[src/rtl/muldiv_unit_if.sv]
`default_nettype none
// ============================================================================
// Module   : muldiv_unit_if
// Purpose  : Request/result bundle between issue logic and the mul/div unit.
// Revision : 1.0 - initial release
// ============================================================================
interface muldiv_unit_if #(
  parameter int XLEN = 32
);
  logic            start;
  logic [2:0]      op;
  logic [XLEN-1:0] opa;
  logic [XLEN-1:0] opb;
  logic [4:0]      rd_in;
  logic            flush;
  logic            busy;
  logic            done;
  logic [4:0]      rd_out;
  logic [XLEN-1:0] result;

  modport master (
    output start, op, opa, opb, rd_in, flush,
    input  busy, done, rd_out, result
  );

  modport slave (
    input  start, op, opa, opb, rd_in, flush,
    output busy, done, rd_out, result
  );
endinterface
`default_nettype wire

[src/rtl/muldiv_unit.sv]
`default_nettype none
// ============================================================================
// Module   : muldiv_unit
// Purpose  : Iterative RV32M multiply/divide, fixed XLEN+2 cycle latency.
// Revision : 1.0 - initial release
// ============================================================================
module muldiv_unit #(
  parameter int XLEN = 32
) (
  input  logic          clk,
  input  logic          n_rst,
  muldiv_unit_if.slave  bus
);
  localparam int CW = $clog2(XLEN);

  typedef enum logic [1:0] {
    S_IDLE = 2'd0,
    S_CALC = 2'd1,
    S_FIX  = 2'd2
  } state_t;

  state_t            r_state;
  state_t            w_next;
  logic [2:0]        r_op;
  logic [4:0]        r_rd;
  logic [XLEN-1:0]   r_hi;
  logic [XLEN-1:0]   r_lo;
  logic [XLEN-1:0]   r_b;
  logic              r_neg_a;
  logic              r_neg_b;
  logic [CW-1:0]     r_cnt;
  logic              r_done;
  logic [4:0]        r_rd_out;
  logic [XLEN-1:0]   r_result;

  logic              w_sign_a;
  logic              w_sign_b;
  logic              w_a_neg;
  logic              w_b_neg;
  logic [XLEN-1:0]   w_a_mag;
  logic [XLEN-1:0]   w_b_mag;
  logic              w_accept;
  logic [XLEN-1:0]   w_addend;
  logic [XLEN:0]     w_sum;
  logic [XLEN:0]     w_sh;
  logic              w_ge;
  logic [XLEN-1:0]   w_diff;
  logic [2*XLEN-1:0] w_prod;
  logic [2*XLEN-1:0] w_prod_fix;
  logic [XLEN-1:0]   w_quot;
  logic [XLEN-1:0]   w_rem;
  logic [XLEN-1:0]   w_fix_res;

  // rs1 signed for MULH/MULHSU/DIV/REM, rs2 signed for MULH/DIV/REM
  assign w_sign_a = (bus.op == 3'b001) || (bus.op == 3'b010) ||
                    (bus.op == 3'b100) || (bus.op == 3'b110);
  assign w_sign_b = (bus.op == 3'b001) || (bus.op == 3'b100) || (bus.op == 3'b110);
  assign w_a_neg  = w_sign_a & bus.opa[XLEN-1];
  assign w_b_neg  = w_sign_b & bus.opb[XLEN-1];
  assign w_a_mag  = w_a_neg ? -bus.opa : bus.opa;
  assign w_b_mag  = w_b_neg ? -bus.opb : bus.opb;
  assign w_accept = (r_state == S_IDLE) && bus.start && !bus.flush;

  // Multiply step: {hi,lo} holds partial product over the shifting multiplier
  assign w_addend = r_lo[0] ? r_b : '0;
  assign w_sum    = {1'b0, r_hi} + {1'b0, w_addend};

  // Restoring divide step: {hi,lo} holds partial remainder over the quotient
  assign w_sh     = {r_hi, r_lo[XLEN-1]};
  assign w_ge     = (w_sh >= {1'b0, r_b});
  assign w_diff   = w_sh[XLEN-1:0] - r_b;

  assign w_prod     = {r_hi, r_lo};
  assign w_prod_fix = (r_neg_a ^ r_neg_b) ? -w_prod : w_prod;
  assign w_quot     = ((r_neg_a ^ r_neg_b) && (r_b != '0)) ? -r_lo : r_lo;
  assign w_rem      = r_neg_a ? -r_hi : r_hi;

  always_comb begin
    w_fix_res = w_rem;
    case (r_op)
      3'b000:                 w_fix_res = w_prod_fix[XLEN-1:0];
      3'b001, 3'b010, 3'b011: w_fix_res = w_prod_fix[2*XLEN-1:XLEN];
      3'b100, 3'b101:         w_fix_res = w_quot;
      default:                w_fix_res = w_rem;
    endcase
  end

  always_comb begin
    w_next = r_state;
    case (r_state)
      S_IDLE: if (w_accept) w_next = S_CALC;
      S_CALC: begin
        if (bus.flush)                      w_next = S_IDLE;
        else if (r_cnt == CW'(XLEN - 1))    w_next = S_FIX;
      end
      S_FIX:   w_next = S_IDLE;
      default: w_next = S_IDLE;
    endcase
  end

  always_ff @(posedge clk or negedge n_rst) begin
    if (!n_rst) r_state <= S_IDLE;
    else        r_state <= w_next;
  end

  always_ff @(posedge clk or negedge n_rst) begin
    if (!n_rst) begin
      r_op     <= '0;
      r_rd     <= '0;
      r_hi     <= '0;
      r_lo     <= '0;
      r_b      <= '0;
      r_neg_a  <= 1'b0;
      r_neg_b  <= 1'b0;
      r_cnt    <= '0;
      r_done   <= 1'b0;
      r_rd_out <= '0;
      r_result <= '0;
    end else begin
      r_done <= (r_state == S_FIX) && !bus.flush;
      if (w_accept) begin
        r_op    <= bus.op;
        r_rd    <= bus.rd_in;
        r_hi    <= '0;
        r_lo    <= w_a_mag;
        r_b     <= w_b_mag;
        r_neg_a <= w_a_neg;
        r_neg_b <= w_b_neg;
        r_cnt   <= '0;
      end else if (r_state == S_CALC) begin
        r_cnt <= r_cnt + 1'b1;
        if (r_op[2]) begin
          r_hi <= w_ge ? w_diff : w_sh[XLEN-1:0];
          r_lo <= {r_lo[XLEN-2:0], w_ge};
        end else begin
          {r_hi, r_lo} <= {w_sum, r_lo[XLEN-1:1]};
        end
      end
      if ((r_state == S_FIX) && !bus.flush) begin
        r_result <= w_fix_res;
        r_rd_out <= r_rd;
      end
    end
  end

  assign bus.busy   = (r_state != S_IDLE);
  assign bus.done   = r_done;
  assign bus.rd_out = r_rd_out;
  assign bus.result = r_result;
endmodule
`default_nettype wire

[src/flat_wrapper.sv]
// flat-port wrapper written by rule: the top's interface ports become plain ports
module muldiv_unit_flat 
#(
  parameter int XLEN = 32
)
  (clk, n_rst, bus_start, bus_op, bus_opa, bus_opb, bus_rd_in, bus_flush, bus_busy, bus_done, bus_rd_out, bus_result);
  muldiv_unit_if #(.XLEN(XLEN)) bus_i ();
  input  logic clk;
  input  logic n_rst;
  input wire logic [$bits(bus_i.start)-1:0] bus_start;
  input wire logic [$bits(bus_i.op)-1:0] bus_op;
  input wire logic [$bits(bus_i.opa)-1:0] bus_opa;
  input wire logic [$bits(bus_i.opb)-1:0] bus_opb;
  input wire logic [$bits(bus_i.rd_in)-1:0] bus_rd_in;
  input wire logic [$bits(bus_i.flush)-1:0] bus_flush;
  output wire logic [$bits(bus_i.busy)-1:0] bus_busy;
  output wire logic [$bits(bus_i.done)-1:0] bus_done;
  output wire logic [$bits(bus_i.rd_out)-1:0] bus_rd_out;
  output wire logic [$bits(bus_i.result)-1:0] bus_result;
  assign bus_i.start = bus_start;
  assign bus_i.op = bus_op;
  assign bus_i.opa = bus_opa;
  assign bus_i.opb = bus_opb;
  assign bus_i.rd_in = bus_rd_in;
  assign bus_i.flush = bus_flush;
  assign bus_busy = bus_i.busy;
  assign bus_done = bus_i.done;
  assign bus_rd_out = bus_i.rd_out;
  assign bus_result = bus_i.result;
  muldiv_unit #(.XLEN(XLEN)) u_core (.clk(clk), .n_rst(n_rst), .bus(bus_i));
endmodule
[config.mk]
export PLATFORM = sky130hd
export DESIGN_NAME = muldiv_unit_flat
export DESIGN_NICKNAME = d
export VERILOG_FILES = /design/src/rtl/muldiv_unit_if.sv /design/src/rtl/muldiv_unit.sv /design/src/flat_wrapper.sv
export SDC_FILE = /design/constraint.sdc
export NUM_CORES = 1
export LEC_CHECK = 0
export CAP_MARGIN = 20
export CORE_UTILIZATION = 30
export CTS_CLUSTER_DIAMETER = 30
export DETAILED_ROUTE_END_ITERATION = 12
export PLACE_DENSITY = 0.55
export SLEW_MARGIN = 10
export SYNTH_ARGS = -nofsm -noshare
export SYNTH_HDL_FRONTEND = slang
export SYNTH_SLANG_ARGS = --single-unit
export TNS_END_PERCENT = 20
[constraint.sdc]
create_clock -name clk -period 4.68 [get_ports clk]
set_input_delay 1.404 -clock clk [delete_from_list [all_inputs] [get_ports clk]]
set_output_delay 1.404 -clock clk [all_outputs]
set_load 0.01 [all_outputs]
# Yosys cells after proc, flatten, opt, wreduce, memory -nomap -nowiden
# Index checks and enable logic that the tools add are counted.
dict set report totals {
  inputBits 76
  word_cells 76
  register_bits 151
  output_inout_bits 39
}
dict set report op_classes {
  bitwise_logic 3
  magnitude_cmp 1
  mux 20
  n_eq_ne 14
  reduce_logical 18
  n_addsub 8
}
# cell n
set ops {}
lappend ops {{$mux 32} 12}
lappend ops {{$neg 32->32} 4}
lappend ops {{$pmux 32 s3} 1}
lappend ops {{$mux 64} 1}
lappend ops {{$neg 64->64} 1}
lappend ops {{$add 32x32->33} 1}
lappend ops {{$ge 33x32->1} 1}
lappend ops {{$reduce_bool 32->1} 1}
lappend ops {{$sub 32x32->32} 1}
lappend ops {{$eq 3x3->1 const B} 4}
lappend ops {{$mux 5} 2}
lappend ops {{$eq 3x2->1 const B} 3}
lappend ops {{$eq 3x1->1 const B} 2}
lappend ops {{$mux 2} 3}
lappend ops {{$add 5x1->5 const B} 1}
lappend ops {{$eq 5x5->1 const B} 1}
lappend ops {{$logic_or 1x1->1} 5}
lappend ops {{$logic_and 1x1->1} 4}
lappend ops {{$pmux 2 s2} 1}
lappend ops {{$reduce_bool 2->1} 2}
lappend ops {{$logic_not 3->1} 1}
lappend ops {{$ne 3x2->1 const B} 1}
lappend ops {{$reduce_or 3->1} 1}
lappend ops {{$and 1x1->1} 2}
lappend ops {{8 further kinds} 8}

# Logic depth before layout (Yosys ltp)
# Gate-level depths: netlist (run 1).
dict set report depth {
  word_depth 7
  depth_mapped 14
}

# Worst setup path before layout (run 1)
# Ideal clock, no wire load.
dict set report synth_path {
  kind {input -> register}
  startpoint {input bus_opb[0]}
  endpoint {register u_core.r_b[24]}
  t_arrival_ps 3570
  setup_time_ps 133
  setup_slack_ps 977
  required_ps 4547
  cell_stages 11
  path_cell_list {inv_1 -> ha_1 -> or3b_2 -> nor3_1 -> nand3_1 -> nor4_1 -> nand3b_1 -> nor3_1 -> a21oi_1 -> xnor2_1 -> o21ai_0}
}
dict set report synth_between {
  elab_chain_len 2
}
# element line_no
set synth_rtl {}
lappend synth_rtl {{from (decl)} flat_wrapper.sv:13} ;# input wire logic [$bits(bus_i.opb)-1:0] bus_opb;
lappend synth_rtl {{$neg 32->32} muldiv_unit.sv:61} ;# assign w_b_mag = w_b_neg ? -bus.opb : bus.opb;
lappend synth_rtl {{$mux 32} muldiv_unit.sv:61}
lappend synth_rtl {{to (signal assigned)} muldiv_unit.sv:126} ;# r_b <= w_b_mag;
lappend synth_rtl {{to (decl)} muldiv_unit.sv:28} ;# logic [XLEN-1:0] r_b;
# No other way between the ends.
# A chain may end at the register's enable or synchronous reset.

# Final worst setup path (run 1)
dict set report layout_path {
  startpoint {register u_core.r_hi[25]}
  endpoint {register u_core.r_hi[3]}
}
dict set report layout_between {
  elab_chain_len 5
}
# element line_no
set layout_rtl {}
lappend layout_rtl {{from (decl)} muldiv_unit.sv:26} ;# logic [XLEN-1:0] r_hi;
lappend layout_rtl {{from (signal assigned)} muldiv_unit.sv:133} ;# r_hi <= w_ge ? w_diff : w_sh[XLEN-1:0];
lappend layout_rtl {{from (signal assigned)} muldiv_unit.sv:136} ;# {r_hi, r_lo} <= {w_sum, r_lo[XLEN-1:1]};
lappend layout_rtl {{$ge 33x32->1} muldiv_unit.sv:70} ;# assign w_ge = (w_sh >= {1'b0, r_b});
lappend layout_rtl {{$mux 32} muldiv_unit.sv:133}
lappend layout_rtl {{$mux 32} muldiv_unit.sv:132} ;# if (r_op[2]) begin
lappend layout_rtl {{$mux 32} muldiv_unit.sv:130} ;# end else if (r_state == S_CALC) begin
lappend layout_rtl {{$mux 32} muldiv_unit.sv:121} ;# if (w_accept) begin
# No other way between the ends. The select of a mux whose other input is x is not followed.

==> implementation parameters, run 1 <==
Parameter                              Value

Outcome
  Status ... finished, final reports clean

Critical path
  Category of the most critical setup path ... register to register
  Required time reported for the critical path endpoint ... 5.02 ns
  Critical path launch point ... u_core.r_hi[25]
  Sort of element at the end of the critical path ... register
  Crit path max fanout ... 26
  Crit path DAT ... 4.31 ns
  Startpoint of the worst register-to-register path ... u_core.r_hi[25]
  CP Launch Type ... register

Floorplanning
  Core Box Area ... 47000 um^2
  Vert. Die Dim ... 221 um
  Die outline area ... 48800 um^2
  Die width ... 221 um
  Rows ... 79
  Effective utilization at floorplan ... 0.306
  Ports ... 115

Timing
  Measured slew at the worst slew-check pin ... 1.02 ns
  Tightest slew margin relative to the limit ... 0.315
  RSZ-0062 raised after global routing ... no
  Post-layout minimum cycle time ... 3.97 ns
  Setup clock skew after layout ... 0.0129 ns
  Maximum clock frequency ... 252 MHz
  Final sum of negative setup slack ... 0 ns
  Final setup violation count ... 0
  Period utilization ... 0.847
  Number of hold violations in the final report ... 0
  Max-slew violations ... 0

Route
  WL/cell ... 20.7 um
  Post-DR vias/cell ... 5.68
  Length of the first detailed-routing pass in iterations ... 5
  DR iter-0 viols ... 1373
  Number of antenna-violating nets in the routed design ... 0
  Routed wire length ... 52800 um
  Drt drc ... 0
  Total number of vias ... 14.5k

Clock tree
  CTS root buffer ... clkbuf_16
  H-tree depth ... 4
  CTS hold repair buffers ... 0
  CTS resizes ... 0
  Clock latency of the later-clocked register in the worst-skew pair ... 0.47 ns
  Total clock buffers created by CTS ... 17
  Post CTS Setup Buffer Count ... 0
  Clock slew at the register clock pins of the worst setup and hold paths ... 0.07 ns
  TritonCTS clock tree ... yes
  Clock Path Buffers ... 2
  Clock Sinks ... 151

Place
  Sum of net half-perimeters after detailed placement ... 41000 um
  Number of buffers added on ports ... 114
  Final GP Congestion ... 0.924

Synthesis
  Sequential share of the synthesized area ... 0.263
  Number of enable-type register cells in the synthesized netlist ... 0
  Fraction of registers with async set/reset ... 1.00
  Share of Yosys cell area claimed by the top area cell type ... 0.263
  Largest family of logic cells by synthesized area ... compound AO/OA/AOI/OAI gates
  Compound-Gate Fraction of Synth Area ... 0.266
  Synth Warn # ... 0
  Syn Std Cell Area ... 14400 um^2
  Count of mapped cells out of synthesis ... 1867
  Cell variety after synth ... 90
  Average size of a mapped cell ... 7.70 um^2
  Share of synthesized cell area in and, or, nand and nor gates ... 0.212
  Largest cells by area after synthesis ... dfrtp_1, xnor2_1, o21ai_0
  Share of synthesized area spent on multiplexers ... 0.0316
  Primary FF master, synth ... dfrtp_1
  Synth Register Bits ... 151
  Adder-cell area share of the yosys netlist ... 0.0637
  Share of the synthesized netlist area taken by xor and xnor gates ... 0.113
  Synth area leader ... dfrtp_1
  Net count of the mapped netlist ... 2015

Layout
  Antenna Diode Count ... 0
  Layout cells sized above 1 ... 0.0663
  Most frequent cells in the layout ... nand2_1, o21ai_0, nor2_1
  Share of the core filled with cells in the final layout ... 0.358
  Number of fill cells in the layout ... 4835
  Net total in the final layout ... 2081
  Layout-stage area growth over the synthesis result ... 17.0%
  Leading cell type in the layout, fill and taps excluded ... nand2_1

GRT
  Via count of the first global-routing pass ... 13.9k
  Overflow left after global routing ... 0
  Overall track demand over capacity in global routing ... 0.218
  Initial antenna violation count ... 0
  Wire length of the first global-routing pass ... 83500 um
  Largest net degree at the start of global routing ... 85

Run
  Number of maximum-capacitance violations ... 0

Power
  Ratio of total power to cell area ... 554 nW/um^2
  Peak supply drop ... 0.338 mV
  Leak pwr ... 6.88 nW

Hold path
  Beginning of the worst hold path ... u_core.r_rd[3]
  Min-delay worst type ... register to register
[power breakdown]
group,switching [mW],internal (mW)
clock network,0.641,0.784
registers,0.624,1.60
logic,3.43,2.24
[metal layers]
metal  global-route usage  part of all wire  up-vias
met5                    0                 0        -
met4               0.0938             0.037        0
met3               0.0300             0.055       86
met2                0.331              0.43      515
met1                0.306              0.47     6977
li1                     -                 -     6913
[state kept, by name, summed over array words and instances, names as in the netlist, 2 cells and up]
name,flops
u_core.r_cnt,5
u_core.r_hi,32
u_core.r_rd,5
u_core.bus.rd_out,5
u_core.r_state,2
u_core.bus.result,32
u_core.r_op,3
u_core.r_lo,32
u_core.r_b,32
[Yosys cell counts, types with 11 or more instances]
cell type  count
o21ai_0      183
xnor2_1      106
nand3_1       31
a21oi_1      135
nor4_1        27
o221ai_1      15
inv_1         67
a22oi_1       11
or3_1         18
or4_1         13
clkbuf_1      93
mux2i_1       42
nand4_1       15
buf_2         12
and3_1        13
nor2_1       155
and2_1        11
o211ai_1      35
o31ai_1       25
nand2b_1      21
nor3_1        42
xor2_1        77
dfrtp_1      151
o21ai_1       15
nand2_1      228
a21o_1        29
ha_1          70
a211oi_1      12
o21a_1        12
a31oi_1       25
a221oi_1      16
[through the flow]
step	cell area, um^2	total power [mW]	cells	setup slack, ns	hold slack [ns]
floorplan	14400	6.05	1867	0.977	0.439
global placement	16200	7.71	2520	0.237	0.450
detailed placement	16200	7.78	2521	0.192	0.465
CTS	16800	9.25	2553	0.693	0.482
global route	16800	10.0	2553	0.359	0.511
finish	16800	9.31	2553	0.714	0.470
[worst paths after layout]
check                                        to  slack [ns]  cells past startpoint
setup / recovery                 u_core.r_hi[3]        0.71                     11
hold / removal             u_core.bus.rd_out[3]        0.47                      2
setup reg to reg                 u_core.r_hi[3]        0.71                     11
hold reg to reg            u_core.bus.rd_out[3]        0.47                      2
max in group asynchronous       u_core.r_hi[22]        2.91                      2
min in group asynchronous       u_core.r_hi[10]        1.01                      1
[layout make-up]
type	count	area (um^2)	share of cell area
Clock buffer	21	470	0.0280
Inverter	69	259	0.0154
Clock inverter	11	114	0.00677
Sequential cell	151	3780	0.225
Timing Repair Buffer	163	1540	0.0915
Multi-Input combinational cell	1531	9900	0.588
Tap cell	607	759	0.0452
[logic make-up (layout without fill, tap and decap cells)]
| group | count (synthesis) | count (layout) |
|---|---|---|
| mux | 45 | 45 |
| fa+ha+maj | 72 | 72 |
| compound gates | 602 | 602 |
| xor+xnor | 184 | 184 |
| buf+inv | 185 | 264 |
| flops | 151 | 151 |
| simple gates | 628 | 628 |
[worst max-delay path: stages, from the launching register on]
cell,delay (ns)
dfrtp_1,0.74
ha_1,0.43
nand4_1,0.24
nor4_1,0.08
and4_1,0.20
nor4_1,0.73
nand3_1,0.25
o21ai_4,0.20
buf_4,0.34
mux2_2,0.38
a21oi_1,0.15
o21ai_0,0.08
Power figures use the tool's default switching activity.
==> inputs of run 2 (changes only) <==
==> constraint.sdc (replaced) <==
create_clock -name clk -period 3.88 [get_ports clk]
set_input_delay 1.164 -clock clk [delete_from_list [all_inputs] [get_ports clk]]
set_output_delay 1.164 -clock clk [all_outputs]
set_load 0.01 [all_outputs]
==> run 2 against run 1 <==
  * Non-clock buffer count increased by 86
  * Total power increased by 28%
  * Worst setup slack got worse by 0.55 ns
  * Die area unchanged
  * Count of clock-buffer cells in the layout decreased by 4
==> implementation parameters, run 2 (synthesis gave the netlist of run 1 again) <==
Parameter                              Value

Clock tree
  Total clock buffers created by CTS ... 17 (unchanged)
  H-tree depth ... 4 (unchanged)
  CTS hold repair buffers ... 0 (unchanged)
  Clock latency of the later-clocked register in the worst-skew pair ... 0.47 ns (about the same)
  Post CTS Setup Buffer Count ... 0 (unchanged)
  Clock slew at the register clock pins of the worst setup and hold paths ... 0.07 ns (about the same)
  Clock Sinks ... 151 (unchanged)
  Clock Path Buffers ... 2 (unchanged)
  CTS resizes ... 0 (unchanged)
  CTS root buffer ... clkbuf_16
  TritonCTS clock tree ... yes

Critical path
  Gate family responsible for the most delay along the worst path ... simple AND/OR/NAND/NOR gates
  Crit path DAT ... 4.07 ns (-0.24 ns)
  Category of the most critical setup path ... register to register
  Peak per-stage delay on the critical path ... 0.79 ns (+0.05 ns)
  CP Launch Type ... register
  Max stage delay cell, worst path ... nor4_1
  Setup slack of the most critical reg-to-reg path ... 0.16 ns (-0.55 ns)
  Sort of element at the end of the critical path ... register
  Crit path max fanout ... 14 (-46%)
  Critical path cell sequence ... ha_1 > and3_1 > and4_1 > nor4_1 > nand3_1 > o21ai_4 > buf_4 > o21ai_0 > a221o_1
  Bufs and invs on worst path ... 1 (unchanged)
  Required time reported for the critical path endpoint ... 4.23 ns (-0.79 ns)

GRT
  Overall track demand over capacity in global routing ... 0.224 (+0.00613)
  Via count of the first global-routing pass ... 14.4k (+3.0%)
  Overflow left after global routing ... 0 (unchanged)
  Wire length of the first global-routing pass ... 85300 um (+2.2%)
  Largest net degree at the start of global routing ... 70 (-18%)
  Initial antenna violation count ... 0 (unchanged)

Route
  Post-DR vias/cell ... 5.66 (-0.35%)
  Drt drc ... 0 (unchanged)
  Number of antenna-violating nets in the routed design ... 0 (unchanged)
  DR iter-0 viols ... 1543 (+12%)
  WL/cell ... 20.8 um (+0.81%)
  Routed wire length ... 55000 um (+4.2%)
  Total number of vias ... 14.9k (+3.0%)
  Length of the first detailed-routing pass in iterations ... 6 (+1)

Power
  Share of power burned in combinational logic ... 0.636 (+0.027)
  Peak supply drop ... 0.396 mV (+17%)
  Ratio of total power to cell area ... 680 nW/um^2 (+23%)
  Switching power ... 5.89 mW (+26%)
  Leak pwr ... 7.35 nW (+6.8%)
  Power share of the clock group ... 0.155 (+0.002)
  Sequential fraction of design power ... 0.208 (-0.030)
  Proportion of total power due to net switching ... 0.493 (-0.0108)
  Internal power ... 6.05 mW (+31%)

Timing
  Maximum clock frequency ... 269 MHz (+6.6%)
  Period utilization ... 0.959 (+0.112)
  Number of hold violations in the final report ... 0 (unchanged)
  Max-slew violations ... 0 (unchanged)
  Final sum of negative setup slack ... 0 ns (unchanged)
  RSZ-0062 raised after global routing ... no
  Final setup violation count ... 0 (unchanged)
  Setup clock skew after layout ... 0.0167 ns (+0.00375 ns)
  Post-layout minimum cycle time ... 3.72 ns (-0.245 ns)
  Tightest slew margin relative to the limit ... 0.290 (-0.0250)
  Measured slew at the worst slew-check pin ... 1.06 ns (+0.0372 ns)

Layout
  Layout-stage area growth over the synthesis result ... 22.1%
  Antenna Diode Count ... 0 (unchanged)
  Layout cells sized above 1 ... 0.107 (+0.0405)
  Final non-filler cell area ... 17600 um^2 (+4.4%)
  Leading cell type in the layout, fill and taps excluded ... nand2_1
  Net total in the final layout ... 2167 (+4.1%)
  Most frequent cells in the layout ... nand2_1, o21ai_0, nor2_1

Floorplanning
  Ports ... 115 (unchanged)
  Die width ... 221 um (unchanged)
  Die outline area ... 48800 um^2 (unchanged)
  Effective utilization at floorplan ... 0.306 (unchanged)
  Vert. Die Dim ... 221 um (unchanged)
  Core Box Area ... 47000 um^2 (unchanged)
  Rows ... 79 (unchanged)

Outcome
  Status ... finished, final reports clean

Place
  Number of buffers added on ports ... 114 (unchanged)
  Final GP Congestion ... 0.957 (+3.5%)
  Standard cell area after detailed placement ... 16900 um^2 (+4.2%)
  Sum of net half-perimeters after detailed placement ... 43400 um (+5.9%)

Hold path
  Min-delay worst type ... register to register

Run
  Number of maximum-capacitance violations ... 0 (unchanged)
run 2: cell types whose count changed in the layout (fill, tap and decap cells not counted), sizes merged:
| cell | previous run | this run |
|---|---|---|
| inv | 72 | 76 |
| clkbuf | 21 | 17 |
| buf | 50 | 136 |
| clkinvlp | 2 | 0 |
| bufinv | 1 | 3 |
run 2: final timing paths:
| path | start | cells past startpoint | to |
|---|---|---|---|
| hold / removal | u_core.bus.result[11] | 2 | u_core.bus.result[11] |
| hold reg to reg | u_core.bus.result[11] | 2 | u_core.bus.result[11] |
| setup reg to reg | u_core.r_hi[6] | 9 | u_core.r_hi[7] |
| min in group asynchronous | n_rst | 1 | u_core.r_hi[8] |
| setup / recovery | u_core.r_hi[6] | 9 | u_core.r_hi[7] |
| max in group asynchronous | n_rst | 2 | u_core.r_lo[20] |
run 2: layer usage:
| metal | global-route usage | share of wire | up-vias | wire, um |
|---|---|---|---|---|
| met5 | 0 | 0 | - | 0 |
| met4 | 0.0875 | 0.034 | 0 | 1870 |
| met3 | 0.0361 | 0.065 | 104 | 3550 |
| met2 | 0.341 | 0.44 | 573 | 24000 |
| met1 | 0.314 | 0.47 | 7151 | 25600 |
| li1 | - | - | 7098 | - |
run 2: worst reg2reg max path, stage by stage, from the launching register on:
cell and delay [ns]:
dfrtp_1 0.59, ha_1 0.38, and3_1 0.25, and4_1 0.21
nor4_1 0.79, nand3_1 0.26, o21ai_4 0.43, buf_4 0.27
o21ai_0 0.10, a221o_1 0.32
run 2: per-stage QoR:
stage,setup slack [ns],util,cells,power [mW],hold WS [ns]
6_report,0.159,0.374,2639,11.9,0.477
5_1_grt,0.0138,0.374,2639,12.7,0.505
4_1_cts,0.219,0.374,2639,11.9,0.485
3_5_place_dp,-0.0864,0.360,2607,9.93,0.461
3_3_place_gp,-0.0477,0.360,2606,9.87,0.457
2_1_floorplan,0.417,-,1867,7.30,0.439
run 2: power by group through the flow:
stage | clock network, mW | registers, mW | logic (mW)
after global placement | 0 | 2.48 | 7.39
after floorplan | 0 | 2.28 | 5.02
after CTS | 1.90 | 2.47 | 7.48
after detailed placement | 0 | 2.49 | 7.44
after global routing | 1.95 | 2.53 | 8.26
final | 1.86 | 2.49 | 7.60
run 2: final cells by class:
type	instances	area, um^2
flip-flops and latches	151	3780
inverters	69	259
well taps	607	759
multi-input cells	1531	9900
clock buffers	17	425
clock inverters	15	209
repair buffers	249	2220
fillers	4867	29400
